==> config.mk <==
export PLATFORM = sky130hd
export DESIGN_NAME = pc_fetch_unit
export DESIGN_NICKNAME = d
export VERILOG_FILES = /design/src/rtl/pc_pkg.sv /design/src/rtl/pc_redir_sel.sv /design/src/rtl/pc_fetch_unit.sv
export SDC_FILE = /design/constraint.sdc
export NUM_CORES = 1
export LEC_CHECK = 0
export CAP_MARGIN = 10
export CORE_ASPECT_RATIO = 1.75
export CORE_UTILIZATION = 35
export DETAILED_ROUTE_END_ITERATION = 8
export GPL_ROUTABILITY_DRIVEN = 0
export PLACE_DENSITY = 0.78
export SYNTH_ARGS = -nofsm -noshare
export SYNTH_HDL_FRONTEND = slang
export SYNTH_SLANG_ARGS = --single-unit
==> constraint.sdc <==
create_clock -name clk -period 2.01 [get_ports clk]
set_input_delay 0.5025 -clock clk [delete_from_list [all_inputs] [get_ports clk]]
set_output_delay 0.5025 -clock clk [all_outputs]
set_load 0.03 [all_outputs]
==> src/rtl/pc_pkg.sv <==
// Shared types and defaults for the fetch-PC slice.
package pc_pkg;

    typedef enum logic {
        BOOT,
        RUN
    } pc_state_t;

    localparam logic [31:0] DEF_RESET_VEC  = 32'hBFC00000;
    localparam int          DEF_INST_BYTES = 4;

    // Low PC bits that must be zero for an aligned fetch.
    function automatic int align_w(input int bytes);
        return (bytes > 1) ? $clog2(bytes) : 0;
    endfunction

    function automatic int idx_w(input int n);
        return (n > 1) ? $clog2(n) : 1;
    endfunction

endpackage

==> src/rtl/pc_redir_sel.sv <==
// Fixed-priority pick over redirect sources; index 0 wins.
module pc_redir_sel
    import pc_pkg::*;
#(
    parameter int ADDR_W    = 32,
    parameter int NUM_REDIR = 3,
    parameter int IDX_W     = idx_w(NUM_REDIR)
) (
    input  logic [NUM_REDIR-1:0]        redir_valid,
    input  logic [NUM_REDIR*ADDR_W-1:0] redir_pc,
    output logic                        any,
    output logic [IDX_W-1:0]            sel_idx,
    output logic [ADDR_W-1:0]           sel_pc
);

    always_comb begin
        any     = 1'b0;
        sel_idx = '0;
        sel_pc  = '0;
        for (int i = NUM_REDIR - 1; i >= 0; i--) begin
            if (redir_valid[i]) begin
                any     = 1'b1;
                sel_idx = IDX_W'(i);
                sel_pc  = redir_pc[i*ADDR_W +: ADDR_W];
            end
        end
    end

endmodule

==> src/rtl/pc_fetch_unit.sv <==
// Fetch PC: boot hold-off, sequential advance on handshake,
// prioritised redirects with a one-entry stall buffer.
module pc_fetch_unit
    import pc_pkg::*;
#(
    parameter int                ADDR_W      = 32,
    parameter logic [ADDR_W-1:0] RESET_VEC   = ADDR_W'(DEF_RESET_VEC),
    parameter int                INST_BYTES  = DEF_INST_BYTES,
    parameter int                NUM_REDIR   = 3,
    parameter int                BOOT_CYCLES = 4
) (
    input  logic                        clk,
    input  logic                        rst,
    input  logic                        en,
    input  logic [NUM_REDIR-1:0]        redir_valid,
    input  logic [NUM_REDIR*ADDR_W-1:0] redir_pc,
    input  logic                        req_ready,
    output logic                        req_valid,
    output logic [ADDR_W-1:0]           req_addr,
    output logic [ADDR_W-1:0]           q,
    output logic                        pend_valid,
    output logic                        addr_err,
    output logic                        redir_taken
);

    localparam int IDX_W = idx_w(NUM_REDIR);
    localparam int CNT_W = (BOOT_CYCLES > 1) ? $clog2(BOOT_CYCLES) : 1;
    localparam logic [CNT_W-1:0] BOOT_LAST =
        CNT_W'((BOOT_CYCLES > 0) ? BOOT_CYCLES - 1 : 0);
    localparam pc_state_t RST_STATE = (BOOT_CYCLES == 0) ? RUN : BOOT;
    localparam logic [ADDR_W-1:0] ALIGN_MASK =
        ADDR_W'((64'd1 << align_w(INST_BYTES)) - 64'd1);

    pc_state_t         state, state_n;
    logic [CNT_W-1:0]  cnt, cnt_n;
    logic [ADDR_W-1:0] q_n;
    logic [ADDR_W-1:0] pend_pc, pend_pc_n;
    logic              pend_n, taken_n;

    logic              any;
    logic [IDX_W-1:0]  sel_idx;
    logic [ADDR_W-1:0] sel_pc;
    logic              sel_hi;

    pc_redir_sel #(
        .ADDR_W    (ADDR_W),
        .NUM_REDIR (NUM_REDIR),
        .IDX_W     (IDX_W)
    ) u_sel (
        .redir_valid (redir_valid),
        .redir_pc    (redir_pc),
        .any         (any),
        .sel_idx     (sel_idx),
        .sel_pc      (sel_pc)
    );

    assign sel_hi    = any && (sel_idx == '0);
    assign addr_err  = |(q & ALIGN_MASK);
    assign req_valid = (state == RUN) && !addr_err;
    assign req_addr  = q;

    always_comb begin
        state_n   = state;
        cnt_n     = cnt;
        q_n       = q;
        pend_n    = pend_valid;
        pend_pc_n = pend_pc;
        taken_n   = 1'b0;
        if (state == BOOT) begin
            cnt_n = cnt + 1'b1;
            if (cnt == BOOT_LAST) begin
                state_n = RUN;
            end
        end else if (sel_hi || (en && any)) begin
            // Exceptions load even while stalled.
            q_n     = sel_pc;
            pend_n  = 1'b0;
            taken_n = 1'b1;
        end else if (en && pend_valid) begin
            q_n     = pend_pc;
            pend_n  = 1'b0;
            taken_n = 1'b1;
        end else if (en && req_valid && req_ready) begin
            q_n = q + ADDR_W'(INST_BYTES);
        end else if (!en && any) begin
            pend_pc_n = sel_pc;
            pend_n    = 1'b1;
        end
    end

    always_ff @(posedge clk or negedge rst) begin
        if (!rst) begin
            state       <= RST_STATE;
            cnt         <= '0;
            q           <= RESET_VEC;
            pend_valid  <= 1'b0;
            pend_pc     <= '0;
            redir_taken <= 1'b0;
        end else begin
            state       <= state_n;
            cnt         <= cnt_n;
            q           <= q_n;
            pend_valid  <= pend_n;
            pend_pc     <= pend_pc_n;
            redir_taken <= taken_n;
        end
    end

endmodule

# --- After elaboration in Yosys (flattened, before gate mapping) ---
# Cells that the tools add are included.
op_classes:
  reduce_logical: 17
  mux: 21
  addsub: 2
  n_eq_ne: 2
  bitwise_logic: 3
op_table:
  columns: ["cell", "count"]
  rows:
  - ["$mux 32", 6]
  - ["$add 32x3->32 const B", 1]
  - ["$mux 1", 12]
  - ["$logic_and 1x1->1", 7]
  - ["$mux 2", 3]
  - ["$reduce_bool 3->1", 2]
  - ["$reduce_and 5->1", 1]
  - ["$ne 3x3->1 const B", 1]
  - ["$not 1->1", 3]
  - ["$reduce_and 3->1", 1]
  - ["$add 2x1->2 const B", 1]
  - ["$eq 2x2->1 const B", 1]
  - ["$logic_not 1->1", 2]
  - ["$logic_not 2->1", 1]
  - ["$reduce_and 2->1", 1]
  - ["$reduce_or 2->1", 1]
  - ["$logic_or 1x1->1", 1]
totals:
  out_inout_bits: 68
  input_bits: 103
  regBits: 69
  elab_cells: 51

# --- Logic depth before layout (Yosys ltp) ---
# Gate-level depths: netlist of run 1.
depth:
  word_depth: 8
  ltp_mapped: 9
  mapped_depth_nobuf: 6

# --- Cells and area by module ---
# Synthesis of run 1 repeated with hierarchy kept, for this count alone.
hier_totals:
  cells_unflattened: 593
  area_unflattened_um2: 5358.9
modules_own_cells:
  columns: ["mod", "cells_per_inst", "area_per_inst_um2", "seq_area_each_um2", "instances"]
  rows:
  - ["pc_fetch_unit", 444, 4137.7, 1737.9, 1]
  - ["pc_redir_sel", 149, 1221.2, 0.0, 1]

# --- Worst setup path after synthesis of run 1 ---
# No wires, ideal clock.
synth_path:
  path_kind: "input to register"
  start: "in redir_valid[1]"
  end: "reg q[17]"
  setup_time_ps: 65
  t_arrival_ps: 2045
  stages: 9
  path_slack_ps: -100
  path_buffers: 4
  t_required_ps: 1945
  cell_sequence: "buf_6 > or2_1 > buf_6 > a21o_1 > buf_6 > or3_4 > buf_6 > nor4_4 > a211o_1"
synth_via:
  elab_chain_cells: 7
  word_cells_on_any_way: 13
  classes_between: "7 x mux; 6 x reduce/logical"
synth_rtl:
  columns: ["element", "line", "source"]
  rows:
  - ["start, declared", "pc_fetch_unit.sv:15", "input logic [NUM_REDIR-1:0] redir_valid,"]
  - ["$mux 2 (2 in a row)", "pc_redir_sel.sv:21", "if (redir_valid[i]) begin"]
  - ["$logic_not 2->1", "pc_fetch_unit.sv:57", "assign sel_hi = any && (sel_idx == '0);"]
  - ["$logic_and 1x1->1", "pc_fetch_unit.sv:57", null]
  - ["$logic_or 1x1->1", "pc_fetch_unit.sv:74", "end else if (sel_hi || (en && any)) begin"]
  - ["$reduce_bool 3->1 (no line)", null, null]
  - ["$reduce_and 2->1 (no line)", null, null]
  - ["end signal, assigned", "pc_fetch_unit.sv:102", "q <= q_n;"]
  - ["end, declared", "pc_fetch_unit.sv:20", "output logic [ADDR_W-1:0] q,"]
# Several ways; a longest one is shown, not always the timed one.
# A chain may end at the register's enable or synchronous reset.

# --- Final worst setup path of run 1 ---
layout_path:
  start: "in redir_valid[2]"
  end: "reg q[17]"
layout_via:
  elab_chain_cells: 8
  word_cells_on_any_way: 16
  classes_between: "10 x mux; 6 x reduce/logical"
layout_rtl:
  columns: ["element", "line"]
  rows:
  - ["$mux 2 (3 in a row)", "pc_redir_sel.sv:21"]
  - ["$logic_not 2->1", "pc_fetch_unit.sv:57"]
  - ["$logic_and 1x1->1", "pc_fetch_unit.sv:57"]
  - ["$logic_or 1x1->1", "pc_fetch_unit.sv:74"]
  - ["$reduce_bool 3->1 (no line)", null]
  - ["$reduce_and 2->1 (no line)", null]
# Several ways; a longest one is shown, not always the timed one.

==> results.txt, run 1 <==
* Number of warnings printed during yosys synthesis: 0
- Number of levels the H-tree was split into: 3
- Synthesis handed over a netlist of 527 instances.
- Final Skew: 0.00587 ns
- Largest area contributor in the netlist: dfrtp_1
- Number of antenna repair diodes: 0
- After layout, the worst setup slack is -0.00261 ns.
- Via density: 5.63
- The count of endpoints failing hold in the final timing report is 0.
* Mean cell area of the mapped netlist: 8.74 sq um
- Setup repair after global routing could not meet its margin everywhere.
* Violated checks: negative setup slack
- After detailed placement, the design holds a cell count of 869.
- At the end of the flow the core is filled with cells to 54.7%.
- Walking the worst path, the cells encountered are clkdlybuf4s50_1, or2_4, a21o_4, or3_4, nor4_4, a211o_1.
* Maximum number of pins on one net before global-route repair: 70
- The later pin in the worst-skew pair is clocked with a latency of 0.34 ns.
- Die boundary height: 154 microns
- Counting flops with an async set or reset pin after synthesis yields a share of 100%.
- The worst setup path is launched from an input pin.
- Top cells by area in the synthesized netlist: dfrtp_1 33%, mux2_2 6.4%, o21ai_0 6.3%
* Part of the power in registers: 33.9%
* Slowest Stage Delay on Critical Path: 0.48 ns
* Summed instance area of the synthesized netlist: 4600 sq um
- For this run, the top clock speed supported by timing is 497 MHz.
* Number of global-route vias before repair: 5151
- Share of total power consumed by net switching: 35.1%
- The post-route netlist has 21.1% of its cells at a drive strength greater than 1.
- With fillers left out, the area of the finished cells amounts to 7040 sq um.
- The critical path is of the input pin to flop type.
- Layout-stage area growth over the synthesis result: 52.9%
- Startpoint of the most critical setup path: redir_valid[2]
* Placement row count: 55
- Post-detailed-route count of antenna-violating nets: 0
- First drt pass iteration count: 7
* Maximum fanout along the worst path: 7
- R2R depth: 6
- The flow ran to the end, but the final reports show violations.
- Of the available clock period, the critical path in the final layout requires 100%.
- The smallest clock period supported by the final layout is computed as 2.01 ns.
* Leakage Power: 3.06 nW
- Worst Setup End Kind: flop
* Detailed placer's ending HPWL: 12.3 mm
- TritonCTS built the clock tree.
- For the worst setup path, the data required time is 2.29 ns.
- Hold timing on the final database bottoms out at a slack of 0.164 ns.
* GR Util All Layers: 24.2%
* Number of buffers added on ports: 170
* Initial core utilization: 35.8%
- Per-cell routed wire length: 18.3 microns
* Violation count after the first detailed-route iteration: 418
- Once layout is complete, the cells apart from fillers number 886.
- Peak supply drop: 405 uV
- Worst slew pin tran: 0.489 ns
- Number of clock buffers inserted by TritonCTS: 9
- Clk pwr share: 31.3%
- Endpoints failing setup: 1
- The first global-routing pass estimated 25.0 mm of wire.
- Post-placement setup slack: -0.577 ns
- In the synthesized netlist the dominant register cell turns out to be dfrtp_1.
- The routed design has 16.2 mm of wire.
- The internal portion of the total power is 3.62 mW.
- Total overflow reported by the global router: 0
- Library cell used as clock root buffer: clkbuf_16
- Power per cell area: 791 nW/um^2
* Sequential area share after synthesis: 37.7%
- During I/O placement, the number of pins put on the boundary was 171.
- The number of nets handed over by synthesis was 632.
- Worst min-delay path class: input pin to async pin
- Area of the die: 13600 sq um
- Clock transition at the registers of the reported paths: 0.05 ns
* Data arrival at the endpoint of the critical path: 2.29 ns
- The core region is 12900 sq um.
- Start of the worst register-to-register path: q[2]$_DFFE_PN0P_
- The longest clock path from root to sink contains 2 buffers.
- Final nets: 815
* Number of different library cells in the post-synthesis netlist: 55
* Relative slew slack: 67.4%
- Once placement finished, the instance area stood at 6680 sq um.
* Number of enable flip-flop cells after synthesis: 0
- Final slew viol count: 0
- For this design the total switching power over the nets is 1.95 mW.
- CTS saw 69 sinks.
* Top-area cell type share of the netlist area: 32.6%
- The tool flagged a number of max-cap violations equal to 0.
- Combinational logic burns 34.9% of the power.
- Critical-path cell with the highest stage delay: clkdlybuf4s50_1
- Initial antenna violation count: 0
- Yosys reg bits: 69
- # hold bufs at CTS: 0
* Total number of vias: 4986
- In the routed design, unresolved DRC markers number 0.
* Horizontal die dimension: 88.7 microns
[layer usage]
metal / track usage, % / vias up / wire length, microns
li1: - / 2294 / -
met1: 25.6 / 2416 / 5780
met2: 44.2 / 231 / 8880
met3: 4.13 / 45 / 913
met4: 12.5 / 0 / 601
met5: 0 / - / 0
[power groups by stage]
stage	Clock, mW	Sequential, mW	Combinational (mW)
floorplan	0	2.07	0.962
global placement	0	1.89	1.99
detailed placement	0	1.90	2.04
CTS	1.76	1.88	1.93
global route	1.82	1.92	2.07
finish	1.74	1.88	1.94
[final timing paths]
path	slack, ns	endpoint
worst max-delay path	-0.003	q[17]$_DFFE_PN0P_
worst min-delay path	0.16	cnt[0]$_DFFE_PN0N_
worst max register to register	0.06	q[20]$_DFFE_PN0P_
worst min register to register	0.48	cnt[0]$_DFFE_PN0N_
max in group asynchronous	1.48	q[23]$_DFFE_PN1P_
min in group clk	0.48	cnt[0]$_DFFE_PN0N_
[kinds of logic (layout without fill, tap and decap cells)]
family | after synthesis | after routing | share of synthesized area, %
xor+xnor | 15 | 15 | 2.85
mux | 26 | 26 | 6.36
flops | 69 | 69 | 37.7
buf+inv | 78 | 266 | 9.76
fa+ha+maj | 2 | 2 | 0.543
compound gates | 177 | 177 | 25.4
simple gates | 160 | 160 | 17.3
[state kept, by name, indices dropped and copies added (netlist names)]
name	flops
redir_taken	1
pend_pc	32
pend_valid	1
cnt	2
q	32
state	1
[area by class of cell]
type / count / area [sq um]
Fill cell: 1162 / 5830
Multi-Input combinational cell: 380 / 2520
Timing Repair Buffer: 240 / 2200
Sequential cell: 69 / 1740
Clock buffer: 10 / 239
Tap cell: 171 / 214
Clock inverter: 6 / 86.3
Inverter: 10 / 37.5
[synth_stat cells, types with 4 or more instances]
cell type and count:
buf_6 4, nor2_1 34, o31ai_1 4, nor4_1 6, xor2_1 6, nor2b_1 4
nand2_1 59, nand3_1 12, a21oi_1 27, nor3_2 4, buf_2 5, inv_1 10
nand4_1 11, nor3_1 6, dfstp_2 9, and3_1 6, a31oi_1 6, and4_1 6
buf_4 32, clkbuf_1 26, a22oi_1 29, dfrtp_1 60, o21ai_0 58, a21o_1 4
xnor2_1 9, a211oi_1 8, a221oi_1 5, mux2_2 26, a222oi_1 7
[critical path: cells and delay by family]
| kind | cells | cell delay (ns) |
|---|---|---|
| AOI/OAI and AO/OA | 2 | 0.38 |
| buffers and inverters | 1 | 0.48 |
| and+or+nand+nor | 3 | 0.92 |
[placed cells by master, fill, tap and decap left out, types with 4 or more instances in the layout]
cell,n
clkdlybuf4s50_1,104
buf_4,67
nand2_1,59
dfrtp_1,58
dlygate4sd2_1,58
o21ai_0,52
nor2_1,33
a22oi_1,29
a21oi_1,26
mux2_2,26
nand3_1,12
nand4_1,11
inv_1,10
xnor2_1,9
clkbuf_16,9
dfstp_2,9
a222oi_1,7
a211oi_1,7
a31oi_1,6
and4_1,6
and3_1,6
nor3_1,5
xor2_1,5
o21ai_1,5
nor4_1,5
dlymetal6s2s_1,5
nor3_4,4
o31ai_1,4
buf_12,4
[timing repair]
| action | CTS | global route |
|---|---|---|
| setup endpoints to repair | 84 | 18 |
| pin swaps | 1 | 2 |
| setup buffers | 0 | 1 |
| gates resized for setup | 68 | 19 |
[through the flow]
| step | power (mW) | setup TNS, ns |
|---|---|---|
| after floorplan | 3.04 | -0.461 |
| after global placement | 3.88 | -19.33 |
| after detailed placement | 3.94 | -23.05 |
| after CTS | 5.56 | 0 |
| after global routing | 5.81 | -0.0628 |
| final | 5.57 | -0.00261 |
No activity file was read; power rests on OpenSTA's default activity.
==> run 2, diff against run 1 <==
--- a/config.mk
+++ b/config.mk
@@ -7,7 +7,9 @@
 export LEC_CHECK = 0
 export CAP_MARGIN = 10
 export CORE_ASPECT_RATIO = 1.75
+export CORE_MARGIN = 1
 export CORE_UTILIZATION = 35
+export CTS_CLUSTER_DIAMETER = 40
 export DETAILED_ROUTE_END_ITERATION = 8
 export GPL_ROUTABILITY_DRIVEN = 0
 export PLACE_DENSITY = 0.78
==> constraint.sdc (replaced) <==
create_clock -name clk -period 2.01 [get_ports clk]
set_input_delay 0.603 -clock clk [delete_from_list [all_inputs] [get_ports clk]]
set_output_delay 0.603 -clock clk [all_outputs]
set_load 0.03 [all_outputs]
==> results.txt, run 2 (synthesis gave the netlist of run 1 again) <==
- Violation count after the first detailed-route iteration: 505
- Number of buffers added on ports: 170
- Initial core utilization: 35.8%
* Final slew viol count: 0
- Critical path type: flop to primary output
* Largest regs: pend_pc: 32 flops, q: 32 flops, cnt: 2 flops
- Global routing finished with a remaining overflow of 0.
- Cells with a size suffix above 1 make up 22.4% of the layout.
* Hold Fails Final Rpt: 0
- Setup slack on the critical path of the routed design comes to 0.0351 ns.
- GR Util All Layers: 25.1%
- Number of clock buffers inserted by TritonCTS: 9
- Period utilization: 98.3%
* Leakage Power: 3.05 nW
* Per-cell routed wire length: 19.0 microns
- Max Clock Freq: 506 MHz
- The via count of the first global-routing pass is 5315.
* Buffers and inverters on the worst path: 1
- Series of cell instances along the critical path: clkdlybuf4s15_1
* Fillers: 1143
- The tree is rooted in a clkbuf_16.
- Worst slew pin tran: 0.521 ns
- The flow ran to the end, and the final reports show no timing, DRC or antenna violations.
- The routed layout has 5176 vias.
- Leading cell types in the layout, fill and taps excluded: 98 x clkdlybuf4s50_1, 67 x buf_4, 64 x dlygate4sd2_1
- Final Skew: 0.00388 ns
* Slowest Stage Delay on Critical Path: 0.63 ns
- STA puts the critical path data arrival time at 1.37 ns.
* Endpoints failing setup: 0
- Clock Sink Count: 69
- Clock transition at the registers of the reported paths: 0.06 ns
- Relative slew slack: 64.9%
* Critical-path cell with the highest stage delay: dfstp_2
- Unrepaired setup endpoints after global routing: yes
- Detailed placer's ending HPWL: 12.6 mm
- Setup slack on the worst reg-to-reg path comes out at 0.05 ns.
- In this run the deepest clock path goes through 2 buffers.
* Maximum number of pins on one net before global-route repair: 70
- The die is 88.7 microns wide.
- Final nets: 820
- STA classifies the critical path endpoint as a primary output.
- The first global-routing pass estimated 25.9 mm of wire.
* Top delay family on crit path: flip-flops
* DRC violations left: 0
- Top-level I/O count: 171
- Dividing total power by cell area gives a power density of 755 nW/um^2.
* # hold bufs at CTS: 0
- Most common cell after layout, fill and taps aside: clkdlybuf4s50_1
* Final Routed Wirelength: 16.9 mm
- TritonCTS built the clock tree.
- The core region is 12900 sq um.
* Peak supply drop: 505 uV
* Number of max-capacitance violations reported: 0
- Layout-stage area growth over the synthesis result: 53.5%
* Non-filler cells, final: 891
* Clock latency on the worst-skew pair: 0.34 ns
- Along the worst path, the maximum fanout reaches 8.
* Area of the die: 13600 sq um
- Hold Slack: 0.278 ns
- STA classifies the critical path startpoint as a flop.
* Final Critical Period: 1.97 ns
- Worst min-delay path class: input pin to async pin
- CTS built an H-tree with a depth of 3.
- Die boundary height: 154 microns
- Number of placed instances with taps included: 868
* Placement row count: 55
- Initial antenna violation count: 0
* Number of antenna repair diodes: 0
- Post-placement setup slack: -0.624 ns
- Critical Path RT: 1.41 ns
- PnR Total Power: 5.34 mW
* First drt pass iteration count: 7
* Post-detailed-route count of antenna-violating nets: 0
- Dividing the detail-routed via count by the number of cells gives 5.81.
==> run 2: cell types whose count changed in the layout (fill, tap and decap cells not counted), sizes merged <==
cell | before | now
clkdlybuf4s50 | 104 | 98
dlygate4sd2 | 58 | 64
buf | 73 | 78
bufinv | 2 | 0
clkbuf | 10 | 12
clkdlybuf4s15 | 0 | 2
dlymetal6s2s | 5 | 3
==> run 2: where the power goes <==
group / internal (mW) / leakage, nW / switching (mW)
Clock: 0.895 / 0.138 / 0.601
Sequential: 1.65 / 0.821 / 0.257
Combinational: 0.846 / 2.09 / 1.09
==> run 2: metrics by stage <==
step                      cell area [sq um]  setup TNS [ns]  util [%]
after detailed placement               6720          -30.08      52.2
final                                  7070               0      54.9
after floorplan                        4640           -1.20         -
after global placement                 6720          -26.78      52.2
after global routing                   7070         -0.0843      54.9
after CTS                              6980               0      54.2
==> run 2: layout make-up <==
class	count	area, sq um	share of cell area, %
clock inverters	4	22.5	0.319
flip-flops and latches	69	1750	24.7
clock buffers	12	256	3.63
repair buffers	245	2280	32.3
well taps	171	214	3.03
inverters	10	37.5	0.531
multi-input cells	380	2510	35.5
==> run 2: worst register-to-register path, cell delays in order, from the launching register on <==
cell and delay, ns:
dfstp_2 0.63, and4_1 0.33, and3_1 0.21, nand4_1 0.19
a31o_2 0.32, a32o_1 0.21
==> run 2: final timing paths <==
| check | startpoint | to | cells after the start |
|---|---|---|---|
| worst min-delay path | rst | state$_DFF_PN0_ | 2 |
| min in group clk | pend_pc[2]$_DFFE_PN0P_ | pend_pc[2]$_DFFE_PN0P_ | 2 |
| max in group asynchronous | rst | q[31]$_DFFE_PN1P_ | 2 |
| worst min register to register | pend_pc[2]$_DFFE_PN0P_ | pend_pc[2]$_DFFE_PN0P_ | 2 |
| worst max register to register | q[22]$_DFFE_PN1P_ | q[29]$_DFFE_PN1P_ | 5 |
| worst max-delay path | q[22]$_DFFE_PN1P_ | req_addr[22] | 1 |
==> run 2: repair_timing <==
action,CTS,global route
resized for setup,79,18
pin swaps,4,4
buffers inserted,2,5
endpoints found under the setup margin,125,16
==> run 2: layer usage <==
layer  global-route usage, %  part of all wire [%]  vias up
li1                        -                     -     2310
met1                    25.6                    34     2500
met2                    45.3                    54      276
met3                    3.11                   5.8       90
met4                    17.8                   6.5        0
met5                       0                     0        -
